--- config.mk ---
export PLATFORM = sky130hd
export DESIGN_NAME = trng_arbiter
export DESIGN_NICKNAME = d
export VERILOG_FILES = /design/src/rtl/trng_arbiter.sv
export SDC_FILE = /design/constraint.sdc
export NUM_CORES = 1
export LEC_CHECK = 0
export CORE_MARGIN = 2
export CORE_UTILIZATION = 50
export CTS_CLUSTER_SIZE = 16
export DETAILED_ROUTE_END_ITERATION = 8
export HOLD_SLACK_MARGIN = 0.03
export PLACE_DENSITY = 0.77
export RECOVER_POWER = 25
export SYNTH_ARGS = -nofsm -noshare
export SYNTH_HDL_FRONTEND = slang
export SYNTH_SLANG_ARGS = --single-unit
--- constraint.sdc ---
create_clock -name clk -period 4.18 [get_ports clk]
set_input_delay 0.836 -clock clk [delete_from_list [all_inputs] [get_ports clk]]
set_output_delay 0.836 -clock clk [all_outputs]
set_load 0.02 [all_outputs]
--- src/rtl/trng_arbiter.sv ---
// Sequencer and round-robin distributor for a 32-bit ring-oscillator TRNG word source.
// Handles on-demand power-up, warm-up discard, repetition-count health test and idle shutdown.
module trng_arbiter #(
  parameter int NREQ          = 4,
  parameter int WARMUP_CYCLES = 64,
  parameter int IDLE_TIMEOUT  = 256,
  parameter int REP_LIMIT     = 3
) (
  input  logic            clk,
  input  logic            rst,
  input  logic [NREQ-1:0] req,
  output logic [NREQ-1:0] rsp_valid,
  output logic [31:0]     rsp_data,
  output logic            rng_en,
  input  logic [31:0]     rng_word,
  input  logic            rng_ready,
  output logic            fault,
  input  logic            fault_clr,
  output logic            active
);

  localparam int RRW = (NREQ > 1)          ? $clog2(NREQ)          : 1;
  localparam int WCW = (WARMUP_CYCLES > 1) ? $clog2(WARMUP_CYCLES) : 1;
  localparam int ICW = (IDLE_TIMEOUT > 1)  ? $clog2(IDLE_TIMEOUT)  : 1;
  localparam int RCW = (REP_LIMIT > 1)     ? $clog2(REP_LIMIT)     : 1;

  localparam logic [WCW-1:0] WARM_LOAD = WCW'(WARMUP_CYCLES - 1);
  localparam logic [ICW-1:0] IDLE_LAST = ICW'(IDLE_TIMEOUT - 1);
  localparam logic [RCW-1:0] REP_TRIP  = RCW'(REP_LIMIT - 1);

  localparam logic [1:0] ST_OFF    = 2'd0;
  localparam logic [1:0] ST_WARMUP = 2'd1;
  localparam logic [1:0] ST_RUN    = 2'd2;
  localparam logic [1:0] ST_FAULT  = 2'd3;

  logic [1:0]      state_r,  state_s;
  logic [WCW-1:0]  wcnt_r,   wcnt_s;
  logic [ICW-1:0]  idle_r,   idle_s;
  logic [RCW-1:0]  rep_r,    rep_s;
  logic [31:0]     last_r,   last_s;
  logic            lv_r,     lv_s;
  logic [31:0]     buf_r,    buf_s;
  logic            bv_r,     bv_s;
  logic [RRW-1:0]  rr_r,     rr_s;

  logic            any_req_s;
  logic            trip_s;
  logic            accept_s;
  logic            deliver_s;
  logic            grant_found_s;
  logic [RRW-1:0]  grant_s;
  logic [NREQ-1:0] grant_hot_s;
  logic [31:0]     word_s;

  function automatic logic [RRW-1:0] rr_wrap(input logic [RRW-1:0] base, input int offs);
    int sum_v;
    sum_v = int'(base) + offs;
    if (sum_v >= NREQ) begin
      sum_v = sum_v - NREQ;
    end else begin
      sum_v = sum_v;
    end
    return sum_v[RRW-1:0];
  endfunction

  assign any_req_s = |req;

  // Repetition-count health test on each fresh word while running
  always_comb begin
    trip_s   = 1'b0;
    accept_s = 1'b0;
    if ((state_r == ST_RUN) && rng_ready) begin
      if (lv_r && (rng_word == last_r)) begin
        trip_s = ((rep_r + RCW'(1)) == REP_TRIP);
      end else begin
        accept_s = 1'b1;
      end
    end else begin
      accept_s = 1'b0;
    end
  end

  // Round-robin search starting at the pointer, wrapping cyclically
  always_comb begin
    grant_found_s = 1'b0;
    grant_s       = '0;
    for (int k = 0; k < NREQ; k++) begin
      if (!grant_found_s && req[rr_wrap(rr_r, k)]) begin
        grant_found_s = 1'b1;
        grant_s       = rr_wrap(rr_r, k);
      end else begin
        grant_found_s = grant_found_s;
      end
    end
  end

  // The buffered word always goes out ahead of a word arriving on the same edge
  assign word_s    = bv_r ? buf_r : rng_word;
  assign deliver_s = (state_r == ST_RUN) && !trip_s && grant_found_s && (bv_r || accept_s);

  // One-hot grant vector for the registered response
  always_comb begin
    grant_hot_s = '0;
    for (int i = 0; i < NREQ; i++) begin
      grant_hot_s[i] = deliver_s && (grant_s == RRW'(i));
    end
  end

  // Next-state, buffer, health-test and timer updates
  always_comb begin
    state_s = state_r;
    wcnt_s  = wcnt_r;
    idle_s  = idle_r;
    rep_s   = rep_r;
    last_s  = last_r;
    lv_s    = lv_r;
    buf_s   = buf_r;
    bv_s    = bv_r;
    rr_s    = rr_r;
    case (state_r)
      ST_OFF: begin
        idle_s = '0;
        rep_s  = '0;
        lv_s   = 1'b0;
        bv_s   = 1'b0;
        if (any_req_s) begin
          state_s = ST_WARMUP;
          wcnt_s  = WARM_LOAD;
        end else begin
          state_s = ST_OFF;
        end
      end
      ST_WARMUP: begin
        if (wcnt_r == '0) begin
          state_s = ST_RUN;
          idle_s  = '0;
        end else begin
          wcnt_s = wcnt_r - WCW'(1);
        end
      end
      ST_RUN: begin
        if (trip_s) begin
          state_s = ST_FAULT;
          bv_s    = 1'b0;
          rep_s   = '0;
          lv_s    = 1'b0;
        end else begin
          if (rng_ready && !accept_s) begin
            rep_s = rep_r + RCW'(1);
          end else if (accept_s) begin
            rep_s  = '0;
            last_s = rng_word;
            lv_s   = 1'b1;
          end else begin
            rep_s = rep_r;
          end

          if (deliver_s) begin
            rr_s = rr_wrap(grant_s, 1);
            if (bv_r && accept_s) begin
              buf_s = rng_word;
            end else if (bv_r) begin
              bv_s = 1'b0;
            end else begin
              bv_s = 1'b0;
            end
          end else if (accept_s) begin
            buf_s = rng_word;
            bv_s  = 1'b1;
          end else begin
            bv_s = bv_r;
          end

          if (any_req_s) begin
            idle_s = '0;
          end else if (idle_r == IDLE_LAST) begin
            state_s = ST_OFF;
            idle_s  = '0;
            bv_s    = 1'b0;
            rep_s   = '0;
            lv_s    = 1'b0;
          end else begin
            idle_s = idle_r + ICW'(1);
          end
        end
      end
      ST_FAULT: begin
        bv_s = 1'b0;
        if (fault_clr) begin
          state_s = ST_OFF;
        end else begin
          state_s = ST_FAULT;
        end
      end
      default: begin
        state_s = ST_OFF;
        bv_s    = 1'b0;
        lv_s    = 1'b0;
      end
    endcase
  end

  // State and registered outputs; outputs are decoded from the next state
  always_ff @(posedge clk or posedge rst) begin
    if (rst) begin
      state_r   <= ST_OFF;
      wcnt_r    <= '0;
      idle_r    <= '0;
      rep_r     <= '0;
      last_r    <= '0;
      lv_r      <= 1'b0;
      buf_r     <= '0;
      bv_r      <= 1'b0;
      rr_r      <= '0;
      rsp_valid <= '0;
      rsp_data  <= '0;
      rng_en    <= 1'b0;
      fault     <= 1'b0;
      active    <= 1'b0;
    end else begin
      state_r   <= state_s;
      wcnt_r    <= wcnt_s;
      idle_r    <= idle_s;
      rep_r     <= rep_s;
      last_r    <= last_s;
      lv_r      <= lv_s;
      buf_r     <= buf_s;
      bv_r      <= bv_s;
      rr_r      <= rr_s;
      rsp_valid <= grant_hot_s;
      if (deliver_s) begin
        rsp_data <= word_s;
      end else begin
        rsp_data <= rsp_data;
      end
      rng_en    <= (state_s == ST_WARMUP) || (state_s == ST_RUN);
      fault     <= (state_s == ST_FAULT);
      active    <= (state_s != ST_OFF);
    end
  end

endmodule

; ---- Word level (Yosys, flattened, before mapping)
; Index checks and enable logic that the tools add are counted.
[totals]
latchBits = 0
elab_cells = 154
reg_bits = 125
ramBits = 0
out_inout_bits = 39
mem_count = 0
romBits = 0
input_bits = 40
[classes]
div_mod_pow = 0
n_eq_ne = 17
mux = 63
multipliers = 0
order_cmp = 9
n_bitwise = 2
n_shift = 0
n_reduce_logical = 37
add_sub_neg = 12
[op_table]
columns = cell, n
row1 = two-way mux 32 bit, 4
row2 = two-way mux 2 bit, 19
row3 = == test 32 bit, 1
row4 = two-way mux 8 bit, 4
row5 = two-way mux 1 bit, 24
row6 = one-hot mux 8 bit (3 select lines), 1
row7 = == test 2 bit (second input constant), 7
row8 = logical AND 1 bit, 14
row9 = greater-or-equal comparator 3 bit (second input constant), 4
row10 = less-than comparator 2 x 3 -> 1 bit (second input constant), 4
row11 = two-way mux 6 bit, 2
row12 = one-hot mux 6 bit (2 select lines), 1
row13 = nonzero test 2 bit, 5
row14 = subtractor 2 x 1 -> 2 bit (second input constant), 5
row15 = AND reduction 3 bit, 3
row16 = adder 8 x 1 -> 8 bit (second input constant), 1
row17 = binary-select mux 1 bit (select 2 bit), 4
row18 = == test 8 bit (second input constant), 1
row19 = != test 2 bit (second input constant), 4
row20 = one-hot mux 2 bit (4 select lines), 1
row21 = AND reduction 4 bit, 2
row22 = adder 2 x 1 -> 3 bit (second input constant), 2
row23 = adder 2 x 2 -> 3 bit (second input constant), 2
row24 = == test 2 x 1 -> 1 bit (second input constant), 3
row25 = other kinds (14), 22

; ---- Depth between registers and ports, before layout
; Gate-level depths: netlist of the first run.
[depth]
depth_word = 21
ltp_mapped = 10
depth_no_buf = 9

; ---- Worst setup path before layout of the first run
; OpenSTA, ideal clock, no wires.
[synth_timing]
path_type = input port to flip-flop
start = input rng_word[27]
end = register rng_en
slack_ns = 1.324
arrival_time_ns = 2.731
setup_time_ns = 0.126
n_path_buf = 1
required_ns = 4.054
stages = 8
path_cell_list = xnor2_1 -> nand4_1 -> or4_4 -> nor4_4 -> buf_6 -> o21ai_0 -> a31o_2 -> ha_1
[synth_via]
elab_chain_cells = 8
elab_cells_between_ends = 9
cone_classes = 3 x eq/ne / 4 x mux / 2 x reduce/logical
[synth_lines]
columns = element, line_no
row1 = start: declaration, 15  ; input logic [31:0] rng_word,
row2 = == test 32 bit *, 73  ; if (lv_r && (rng_word == last_r)) begin
row3 = logical AND 1 bit *, 73
row4 = two-way mux 1 bit *, 73
row5 = two-way mux 1 bit *, 72  ; if ((state_r == ST_RUN) && rng_ready) begin
row6 = two-way mux 2 bit *, 142  ; if (trip_s) begin
row7 = one-hot mux 2 bit (4 select lines) *, 120  ; case (state_r)
row8 = == test 2 x 1 -> 1 bit / == test 2 bit (equally long branches), 236  ; rng_en <= (state_s == ST_WARMUP) || (state_s == ST_RUN);
row9 = logical OR 1 bit *, 236
row10 = end signal: assignment, 236
row11 = end: declaration, 14  ; output logic rng_en,
; Mark *: on every way between the ends. The rest lies on a longest branch, timed or not.
; A chain may end at the register's enable or synchronous reset.

; ---- Worst setup path after layout of the first run
[layout_timing]
start = input rng_word[26]
end = register rsp_data[27]
[layout_via]
elab_chain_cells = 8
elab_cells_between_ends = 11
cone_classes = 1 x eq/ne / 4 x mux / 6 x reduce/logical
[layout_lines]
columns = element, line_no
row1 = == test 32 bit *, 73
row2 = logical AND 1 bit *, 73
row3 = two-way mux 1 bit, 73
row4 = two-way mux 1 bit, 72
row5 = zero test 1 bit, 99  ; assign deliver_s = (state_r == ST_RUN) && !trip_s && grant_found_s && (bv_r || accept_s);
row6 = logical AND 1 bit (2 in series), 99
row7 = logical AND 1 bit *, 99
row8 = end signal: assignment, 232  ; rsp_data <= word_s;
row9 = end signal: assignment, 234  ; rsp_data <= rsp_data;
row10 = end: declaration, 13  ; output logic [31:0] rsp_data,
; Marks and branches as above.

==> results of run 1 <==
[worst paths after layout]
kind,startpoint,end,slack [ps],cells after the start
worst max-delay path,rng_word[26],rsp_data[27]$_DFFE_PP0P_,780,8
worst min-delay path,buf_r[20]$_DFFE_PP0P_,buf_r[20]$_DFFE_PP0P_,480,1
worst max register to register,last_r[3]$_DFFE_PP0P_,rsp_data[27]$_DFFE_PP0P_,1330,7
worst min register to register,buf_r[20]$_DFFE_PP0P_,buf_r[20]$_DFFE_PP0P_,480,1
max in group asynchronous,rst,last_r[2]$_DFFE_PP0P_,990,3
min in group asynchronous,rst,rsp_data[19]$_DFFE_PP0P_,1500,2
[layer usage]
layer,global-route usage (%),vias to the layer above,routed length (um)
li1,-,1958,-
met1,27.15,2161,5459
met2,36.59,117,6623
met3,6.961,26,734
met4,9.268,0,298
met5,0,-,0
[worst max-delay path: stages]
cell             delay (ps)
clkdlybuf4s50_1         550
xor2_1                  210
nor4_1                   90
nand3_1                 180
and4bb_2                320
nor4_4                  990
buf_4                   380
a221o_1                 180
[cell type report]
cell class | count | area, sq um
fill | 938 | 4403
sequential | 125 | 3128
multi-input combinational | 321 | 2674
timing repair buffer | 90 | 880.8
clock buffer | 21 | 460.4
tap | 147 | 183.9
clock inverter | 10 | 116.4
inverter | 17 | 65.06
[stage by stage]
step | cells | area [sq um] | power, uW
CTS | 731 | 7512 | 3277
global placement | 700 | 6935 | 1821
finish | 731 | 7508 | 3244
floorplan | 492 | 6053 | 1682
detailed placement | 700 | 6935 | 1843
global route | 731 | 7508 | 3405
[state kept, by name, indices dropped and copies added, names as in the netlist]
signal	cells
wcnt_r	6
fault	1
rep_r	2
state_r	2
rr_r	2
bv_r	1
active	1
rng_en	1
rsp_valid	4
rsp_data	32
lv_r	1
buf_r	32
last_r	32
idle_r	8
[synth_stat cells (5+ instances only)]
| master | number | area share (%) |
|---|---|---|
| a21oi_1 | 5 | 0.41 |
| a221o_1 | 33 | 5.5 |
| buf_2 | 9 | 0.74 |
| clkbuf_1 | 10 | 0.62 |
| dfrtp_1 | 125 | 52 |
| ha_1 | 14 | 2.9 |
| inv_1 | 17 | 1.1 |
| mux2_1 | 7 | 1.3 |
| mux2_2 | 60 | 11 |
| nand2_1 | 15 | 0.93 |
| nand2b_1 | 16 | 1.7 |
| nand3_1 | 9 | 0.74 |
| nand4_1 | 7 | 0.72 |
| nor2_1 | 21 | 1.3 |
| nor3b_1 | 32 | 4.0 |
| o21ai_0 | 7 | 0.58 |
| o31ai_1 | 11 | 1.4 |
| xnor2_1 | 18 | 2.6 |
| xor2_1 | 13 | 1.9 |
[power by group through the flow]
stage	Combinational [uW]	Sequential, uW	Clock (uW)
6_report	459	1360	1420
5_1_grt	516	1380	1510
4_1_cts	465	1360	1450
3_5_place_dp	461	1380	0
3_3_place_gp	444	1380	0
2_1_floorplan	305	1380	0
[logic make-up (layout without fill, tap and decap cells)]
family | count (synthesis) | count (layout)
AO/OA/AOI/OAI | 76 | 76
XOR/XNOR | 31 | 31
adder cells (fa/ha/maj) | 14 | 14
buffers and inverters | 46 | 138
flip-flops | 125 | 125
multiplexers | 67 | 67
AND/OR/NAND/NOR | 133 | 133
==> summary.md, run 1 <==
| Metric | Value |
|---|---|
| Primary FF master, synth | dfrtp_1 |
| Leakage | approximately 0.0034 uW |
| Setup Skew | between 9 and 10 ps |
| Final worst setup slack | roughly 780 ps |
| # rows | 40 |
| Final Hold Fails | 0 |
| Synthesized area | between 6000 and 7000 sq um |
| Placer congestion estimate | 0.8121 |
| VDD IR max | roughly 0.26 mV |
| PD cells | between 400 and 500 nW/um^2 |
| Post-Syn Nets | 546 |
| Most frequent cells in the layout | dfrtp_1, clkdlybuf4s50_1, mux2_2, a221o_1, nor3b_1 |
| Final ANT Viol Nets | 0 |
| First-pass GRT wire length | ~22 mm |
| H-tree Lvls | 4 |
| Die width | between 100 and 150 um |
| DR iter-0 viols | ~280 |
| YS warnings | 0 |
| CP Launch Type | input port |
| RSZ-0062 raised after global routing | no |
| Req. time, crit path | 4530 ps |
| Core area | about 12000 sq um |
| Antenna Cells | 0 |
| Hold WS | between 400 and 500 ps |
| Clock power share | 43.8% |
| CTS Buf Count | 17 |
| Post-CTS setup repair buffer count | 0 |
| XOR/XNOR Fraction of Synth Area | around 4.5% |
| Area share of fa/ha/maj cells after synthesis | between 2 and 3% |
| Area fraction in and, or, nand and nor cells after synthesis | between 10% and 20% |
| Post-synthesis cell count | 492 |
| Initial Util | between 50% and 60% |
| Least-Margin Pin Slew | between 2000 and 2500 ps |
| DRC errors left | 0 |
| WL/cell | ~18 um |
| CP max FO | 19 |
| Core Util, Final | 63.04% |
| Sum Neg Setup Slack | 0 ps |
| CTS resizes | 0 |
| Sink Count | between 100 and 150 |
| Main combinational cell family by area after synthesis | simple AND/OR/NAND/NOR gates |
| Nets@finish | roughly 630 |
| HP Class | reg2reg |
| CP endpoint kind | flop |
| Initial antenna violation count | 0 |
| Post-synth EDFFs | 0 |
| Post-synthesis mux area share | 12.46% |
| Synth Area in Compound Gates | about a tenth |
| Reg power frac | a little over two fifths |
| Register area share after synthesis | around half |
| Combinational group share of total power | approximately 14% |
| Final Setup Violations | 0 |
| Synth-to-Final Area Change | 24.04% |
| Cell Int Power | ~2400 uW |
| Vias in the first global route | between 4000 and 5000 |
| CTS root buf | clkbuf_16 |
| Synth cell types | 52 |
| Die Area | 13000 sq um |
| DP HPWL | between 8 and 9 mm |
| Vias | roughly 4300 |
| Worst-skew pair later-pin latency | ~420 ps |
| Post-synthesis register bit count | 125 |
| I/O Pins | approximately 80 |
| Clk slew on worst S/H paths | about 50 ps |
| Max cap viols | 1 |
| Status | finished with violations |
| Post-route clock period utilization | between 80 and 90% |
| Die height | between 100 and 150 um |
| Cts hold-fix bufs | 0 |
| Post-place setup slack | a little over 400 ps |
| Min cycle time layout | roughly 3400 ps |
| Async set-reset flop share out of synthesis | 100.0% |
| Clk buf depth | 2 |
| Setup CP Type | in2reg |
| Number of I/O port buffers | 78 |
| Max-slew violations | 54 |
| Largest net degree at the start of global routing | 54 |
| Post-DR vias/cell | just under 6 |
| Failing checks | capacitance limit, slew limit |
| Fraction of layout cells with a size suffix above 1 | about 20% |
| First-pass DRT Iterations | 4 |
| Worst EP arrival | 3750 ps |
| NetSw | 832.0 uW |
| Switch share | 25.65% |
| Post-synthesis area per instance | ~12 sq um |
| Gr ovfl total | 0 |
| GRT Util Overall | 22.21% |
| CTS tree | yes |
| Commonest non-fill, non-tap cell in the layout | dfrtp_1 |
| Post-Route WL | approximately 13 mm |
| Max Fclk | roughly 290 MHz |
| Slew HR | -53.81% |
Power figures use the tool's default switching activity.
==> inputs of run 2 (changes only) <==
CORE_UTILIZATION = 55   (was 50)
PLACE_DENSITY = 0.81   (was 0.77)
clock period = 3.18 ns   (was 4.18 ns; I/O delays follow)
==> run 2 against run 1 <==
- the run still ends with capacitance limit, slew limit left
- final area rose by 2.5%
- clock power rose by 23%
- die area fell by 8.8%
- combinational power rose by 37%
- cell count rose by 2.3%
- via count rose by 2.8%
- global-route usage rose by 3.2 points
- critical path depth did not move
- power rose by 29%
- sequential share of layout area fell by 1.0 points
- register-to-register slack got worse by 790 ps
- critical path type unchanged
- largest cell class unchanged
==> summary.md, run 2 (same netlist as run 1, synthesis figures left out) <==
| Metric | Value |
|---|---|
| Status | finished with violations (unchanged) |
| Failing checks | capacitance limit, slew limit (unchanged) |
| Commonest non-fill, non-tap cell in the layout | dfrtp_1 (unchanged) |
| Initial antenna violation count | 0 (unchanged) |
| H-tree Lvls | 4 (unchanged) |
| Die height | 108.9 um (was 114.0 um) |
| Least-Margin Pin Slew | 1687 ps (was 2294 ps) |
| Leakage | 0.003524 uW (was 0.003403 uW) |
| CP Launch Type | input port (unchanged) |
| Non-filler cells, final | 748 (was 731) |
| First-pass DRT Iterations | 4 (unchanged) |
| Placed cell count | 716 (was 700) |
| First-pass GRT wire length | 22.94 mm (was 22.40 mm) |
| Nets@finish | 649 (was 626) |
| Cts hold-fix bufs | 0 (unchanged) |
| CP max FO | 28 (was 19) |
| Fraction of layout cells with a size suffix above 1 | 23.19% (was 20.38%) |
| Top flop regs | buf_r x32, last_r x32, rsp_data x32 (unchanged) |
| Post-route clock period utilization | around 90% |
| Placer congestion estimate | 0.7575 (was 0.8121) |
| R2R depth | 7 (unchanged) |
| Worst EP arrival | 3250 ps (was 3750 ps) |
| Hold Path Cell Cnt | 1 (unchanged) |
| Vias in the first global route | 4694 (was 4491) |
| WL/cell | 18.38 um (was 17.94 um) |
| Switch share | 26.17% (was 25.65%) |
| NetSw | 1093 uW (was 832.0 uW) |
| RSZ-0062 raised after global routing | no (unchanged) |
| Most frequent cells in the layout | dfrtp_1, clkdlybuf4s50_1, mux2_2, a221o_1, nor3b_1 (unchanged) |
| Cell Int Power | 3083 uW (was 2412 uW) |
| Combinational group share of total power | 15.1% (was 14.2%) |
| # rows | 38 (was 40) |
| Post-Route WL | 13.75 mm (was 13.12 mm) |
| Fillers | 734 (was 938) |
| I/O Pins | 79 (unchanged) |
| CTS resizes | 0 (unchanged) |
| DRC errors left | 0 (unchanged) |
| Worst-skew pair later-pin latency | 520 ps (was 420 ps) |
| Core area | 10790 sq um (was 11910 sq um) |
| Sink Count | 125 (unchanged) |
| Setup Skew | 7.299 ps (was 9.114 ps) |
| RR Startpoint | last_r[18]$_DFFE_PP0P_ (was last_r[3]$_DFFE_PP0P_) |
| Worst path slowest cell | clkdlybuf4s50_1 (was nor4_4) |
| VDD IR max | 0.3910 mV (was 0.2601 mV) |
| DR iter-0 viols | 179 (was 279) |
| Crit path largest cell delay | 560 ps (was 990 ps) |
| Reg power frac | 43.0% (was 42.1%) |
| Clk buf depth | 2 (unchanged) |
| Final Setup Violations | 0 (unchanged) |
| Number of I/O port buffers | 78 (unchanged) |
| Largest net degree at the start of global routing | 126 (was 54) |
| Final ANT Viol Nets | 0 (unchanged) |
| Hold Crit Start | buf_r[12]$_DFFE_PP0P_ (was buf_r[20]$_DFFE_PP0P_) |
| Max-slew violations | 126 (was 54) |
| Die Area | 11860 sq um (was 13000 sq um) |
| PD cells | 542.4 nW/um^2 (was 432.0 nW/um^2) |
| Antenna Cells | 0 (unchanged) |
| Post-DR vias/cell | 5.858 (was 5.830) |
| Initial Util | 56.09% (was 50.82%) |
| Min cycle time layout | between 2000 and 3000 ps |
| FF-to-FF End | rng_en$_DFF_PP0_ (was rsp_data[27]$_DFFE_PP0P_) |
| Synth-to-Final Area Change | 27.18% (was 24.04%) |
| Clock power share | 41.9% (was 43.8%) |
| Final Hold Fails | 0 (unchanged) |
| Final total power | 4176 uW (was 3244 uW) |
| CTS root buf | clkbuf_8 (was clkbuf_16) |
| GRT Util Overall | 25.40% (was 22.21%) |
| Clk slew on worst S/H paths | 60 ps (was 50 ps) |
| DP HPWL | 9.349 mm (was 8.880 mm) |
| Req. time, crit path | 3580 ps (was 4530 ps) |
| Slew HR | -12.49% (was -53.81%) |
| Gr ovfl total | 0 (unchanged) |
| HP Class | reg2reg (unchanged) |
| Crit-path cells | clkdlybuf4s50_1 -> xnor2_1 -> nand4_1 -> or4_4 -> nor4_4 -> buf_4 -> o31ai_1 -> ha_1 (was clkdlybuf4s50_1 -> xor2_1 -> nor4_1 -> nand3_1 -> and4bb_2 -> nor4_4 -> buf_4 -> a221o_1) |
| CTS tree | yes (unchanged) |
| CTS Buf Count | 17 (unchanged) |
| Worst Hold Path EP | buf_r[12]$_DFFE_PP0P_ (was buf_r[20]$_DFFE_PP0P_) |
| Max cap viols | 1 (unchanged) |
| Die width | 108.9 um (was 114.0 um) |
| R2R Setup Slk | 540 ps (was 1330 ps) |
| Vias | 4382 (was 4262) |
| Setup CP Type | in2reg (unchanged) |
| CP endpoint kind | flop (unchanged) |
| Core Util, Final | 71.33% (was 63.04%) |
| Max Fclk | 350.4 MHz |
| Post-CTS setup repair buffer count | 0 (unchanged) |
[run 2: worst max-delay path by stage]
stage | startpoint | to | slack [ps] | cells past startpoint
after CTS | rng_word[18] | rng_en$_DFF_PP0_ | 360 | 8
after detailed placement | rng_word[7] | rng_en$_DFF_PP0_ | -180 | 8
final | rng_word[1] | rng_en$_DFF_PP0_ | 330 | 8
after global routing | rng_word[27] | rng_en$_DFF_PP0_ | 240 | 8
after global placement | rng_word[18] | rng_en$_DFF_PP0_ | -100 | 8
after floorplan | rng_word[27] | rng_en$_DFF_PP0_ | 520 | 8
[run 2: stage by stage]
step / hold slack (ps) / worst slack [ps] / setup TNS (ps) / instance area [sq um]
final: 479.2 / 326.0 / 0 / 7699
after detailed placement: 471.2 / -178.2 / -3187 / 7176
after floorplan: 449.2 / 523.6 / 0 / 6057
after global placement: 459.0 / -101.8 / -502.6 / 7176
after global routing: 506.7 / 242.3 / 0 / 7699
after CTS: 483.7 / 357.9 / 0 / 7711
[run 2: critical path: cells and delay by family]
| kind | cells | cell delay (ps) |
|---|---|---|
| simple gates | 3 | 1070 |
| fa+ha+maj | 1 | 310 |
| buf+inv | 2 | 930 |
| compound gates | 1 | 160 |
| xor+xnor | 1 | 140 |
[run 2: power groups by stage]
| stage | sequential (uW) | combinational [uW] | clock, uW |
|---|---|---|---|
| after floorplan | 1810 | 401 | 0 |
| after global placement | 1810 | 601 | 0 |
| after detailed placement | 1820 | 626 | 0 |
| after CTS | 1790 | 636 | 1780 |
| after global routing | 1810 | 708 | 1850 |
| final | 1790 | 631 | 1750 |
[run 2: per-layer routing]
| metal | GRT usage (%) | wire [um] | vias to the layer above |
|---|---|---|---|
| met5 | 0 | 0 | - |
| met4 | 11.08 | 287 | 0 |
| met3 | 5.858 | 594 | 22 |
| met2 | 42.59 | 6937 | 117 |
| met1 | 31.47 | 5930 | 2236 |
| li1 | - | - | 2007 |
[run 2: final cells by class]
cell class	instances	area [sq um]	share of cell area [%]
Timing Repair Buffer	113	1119	14.53
Clock inverter	8	65.06	0.8451
Clock buffer	24	470.5	6.111
Inverter	17	67.56	0.8776
Multi-Input combinational cell	321	2674	34.73
Tap cell	140	175.2	2.275
Sequential cell	125	3128	40.63
==> inputs of run 3 (changes only) <==
CTS_BUF_LIST = sky130_fd_sc_hd__clkbuf_4 sky130_fd_sc_hd__clkbuf_8   (was default)
SETUP_SLACK_MARGIN = 0.5   (was default)
SKIP_LAST_GASP = 1   (was default)
==> run 3 against run 2 <==
- the run still ends with capacitance limit, slew limit left
- power shrank 11%
- die area is the same
- flip-flop and latch count is the same
- count of clock-buffer cells in the layout is the same
- critical endpoint unchanged
- largest cell class unchanged
- highest routed layer unchanged
==> summary.md, run 3 (same netlist as run 1, synthesis figures left out) <==
| Metric | Value |
|---|---|
| Max Fclk | 367.4 MHz (was 350.4 MHz) |
| Max-slew violations | 126 (unchanged) |
| Die width | 108.9 um (unchanged) |
| Die Area | 11860 sq um (unchanged) |
| RSZ-0062 raised after global routing | yes (was no) |
| Commonest non-fill, non-tap cell in the layout | dfrtp_1 (unchanged) |
| DP HPWL | 9.349 mm (unchanged) |
| Largest net degree at the start of global routing | 126 (unchanged) |
| Final Hold Fails | 0 (unchanged) |
| Min cycle time layout | 2722 ps (was 2854 ps) |
| GRT Util Overall | 25.38% (was 25.40%) |
| Initial antenna violation count | 0 (unchanged) |
| VDD IR max | 0.3182 mV (was 0.3910 mV) |
| R2R depth | 8 (was 7) |
| Nets@finish | 655 (was 649) |
| Least-Margin Pin Slew | 1678 ps (was 1687 ps) |
| Final Cell Area | 7660 sq um (was 7699 sq um) |
| CP Launch Type | input port (unchanged) |
| Worst EP arrival | 3040 ps (was 3250 ps) |
| PD cells | 487.1 nW/um^2 (was 542.4 nW/um^2) |
| Max cap viols | 1 (unchanged) |
| Core area | 10790 sq um (unchanged) |
| CTS tree | yes (unchanged) |
| Area after DPL | 7176 sq um (unchanged) |
| Top flop regs | buf_r x32, last_r x32, rsp_data x32 (unchanged) |
| Post-Route WL | 14.03 mm (was 13.75 mm) |
| Vias | 4417 (was 4382) |
| Worst Hold Path EP | buf_r[12]$_DFFE_PP0P_ (unchanged) |
| CTS root buf | clkbuf_8 (unchanged) |
| Vias in the first global route | 4717 (was 4694) |
| Setup CP Type | in2reg (unchanged) |
| Req. time, crit path | 3500 ps (was 3580 ps) |
| DRC errors left | 0 (unchanged) |
| Final Setup Violations | 0 (unchanged) |
| Clk buf depth | 2 (unchanged) |
| Post-route clock period utilization | 85.59% (was 89.75%) |
| Die height | 108.9 um (unchanged) |
| Slew HR | -11.84% (was -12.49%) |
| CP endpoint kind | flop (unchanged) |
| R2R Setup Slk | 530 ps (was 540 ps) |
| HP Class | reg2reg (unchanged) |
| Status | finished with violations (unchanged) |
| Setup Skew | 11.38 ps (was 7.299 ps) |
| I/O Pins | 79 (unchanged) |
| WL/cell | 18.61 um (was 18.38 um) |
| Hold Crit Start | buf_r[12]$_DFFE_PP0P_ (unchanged) |
| DR iter-0 viols | 168 (was 179) |
| Final total power | 3731 uW (was 4176 uW) |
| Leakage | 0.003625 uW (was 0.003524 uW) |
| Synth-to-Final Area Change | 26.54% (was 27.18%) |
| Hold Path Cell Cnt | 1 (unchanged) |
| Clk slew on worst S/H paths | 70 ps (was 60 ps) |
| Number of I/O port buffers | 78 (unchanged) |
| First-pass GRT wire length | 22.86 mm (was 22.94 mm) |
| Fraction of layout cells with a size suffix above 1 | 25.73% (was 23.19%) |
| First-pass DRT Iterations | 5 (was 4) |
| Placer congestion estimate | 0.7575 (unchanged) |
| Failing checks | capacitance limit, slew limit (unchanged) |
| Sink Count | 125 (unchanged) |
| Final ANT Viol Nets | 0 (unchanged) |
| CP max FO | 3 (was 28) |
| Antenna Cells | 0 (unchanged) |
| CTS Buf Count | 17 (unchanged) |
| # rows | 38 (unchanged) |
| Gr ovfl total | 0 (unchanged) |
| Worst-skew pair later-pin latency | 440 ps (was 520 ps) |
| H-tree Lvls | 4 (unchanged) |
| RR Startpoint | last_r[27]$_DFFE_PP0P_ (was last_r[18]$_DFFE_PP0P_) |
| FF-to-FF End | rng_en$_DFF_PP0_ (unchanged) |
| Post-DR vias/cell | 5.858 (about the same) |
| Most frequent cells in the layout | dfrtp_1, clkdlybuf4s50_1, mux2_2, a221o_1 (was dfrtp_1, clkdlybuf4s50_1, mux2_2, a221o_1, nor3b_1) |
| Initial Util | 56.09% (unchanged) |
## run 3: layer usage
metal | routed length (um) | vias up | GRT usage [%]
li1 | - | 2021 | -
met1 | 5851 | 2259 | 30.97
met2 | 7227 | 116 | 42.68
met3 | 705 | 21 | 6.874
met4 | 247 | 0 | 10.35
met5 | 0 | - | 0
## run 3: final cells by class
type	instances	area (sq um)
flip-flops and latches	125	3128
clock inverters	8	65.06
well taps	140	175.2
repair buffers	119	1197
fillers	740	3133
multi-input cells	321	2721
clock buffers	24	305.3
inverters	17	67.56
## run 3: worst max path at each step
stage                                   to  slack (ps)         start  cells past startpoint
after floorplan           rng_en$_DFF_PP0_         520  rng_word[27]                      8
after global placement    rng_en$_DFF_PP0_        -100  rng_word[18]                      8
after detailed placement  rng_en$_DFF_PP0_        -180   rng_word[7]                      8
after CTS                 rng_en$_DFF_PP0_         500  rng_word[27]                      9
after global routing      rng_en$_DFF_PP0_         440   rng_word[4]                      9
final                     rng_en$_DFF_PP0_         460   rng_word[4]                      9
## run 3: timing repair
item / CTS / global route
resized for setup: 9 / 17
hold buffers: 0 / 0
setup endpoints to repair: 47 / 93
pin swaps: 2 / 11
cloned: 1 / 0
buffers inserted: 2 / 3
hold endpoints to repair: 0 / 0
## run 3: power by group
group	switching, uW	total, uW	internal, uW
clock	596	1300	704
combinational	336	635	299
sequential	97.9	1800	1700
## run 3: worst max-delay path, stage by stage
cell and delay, ps:
clkdlybuf4s50_1 510, xnor2_1 130, nand4_1 150, or4_4 470, nor4_4 320, buf_4 190, o21ai_2 80, a31o_2 270
ha_1 270
## run 3: through the flow
step                hold WS [ps]  cells  worst slack [ps]  utilization [%]  TNS, ps
floorplan                  449.2    492             523.6                -        0
global placement           459.0    716            -101.8            66.49   -502.6
detailed placement         471.2    716            -178.2            66.49    -3187
CTS                        486.4    751             502.9            70.26        0
global route               501.5    754             442.9            70.97        0
finish                     481.9    754             458.4            70.97        0
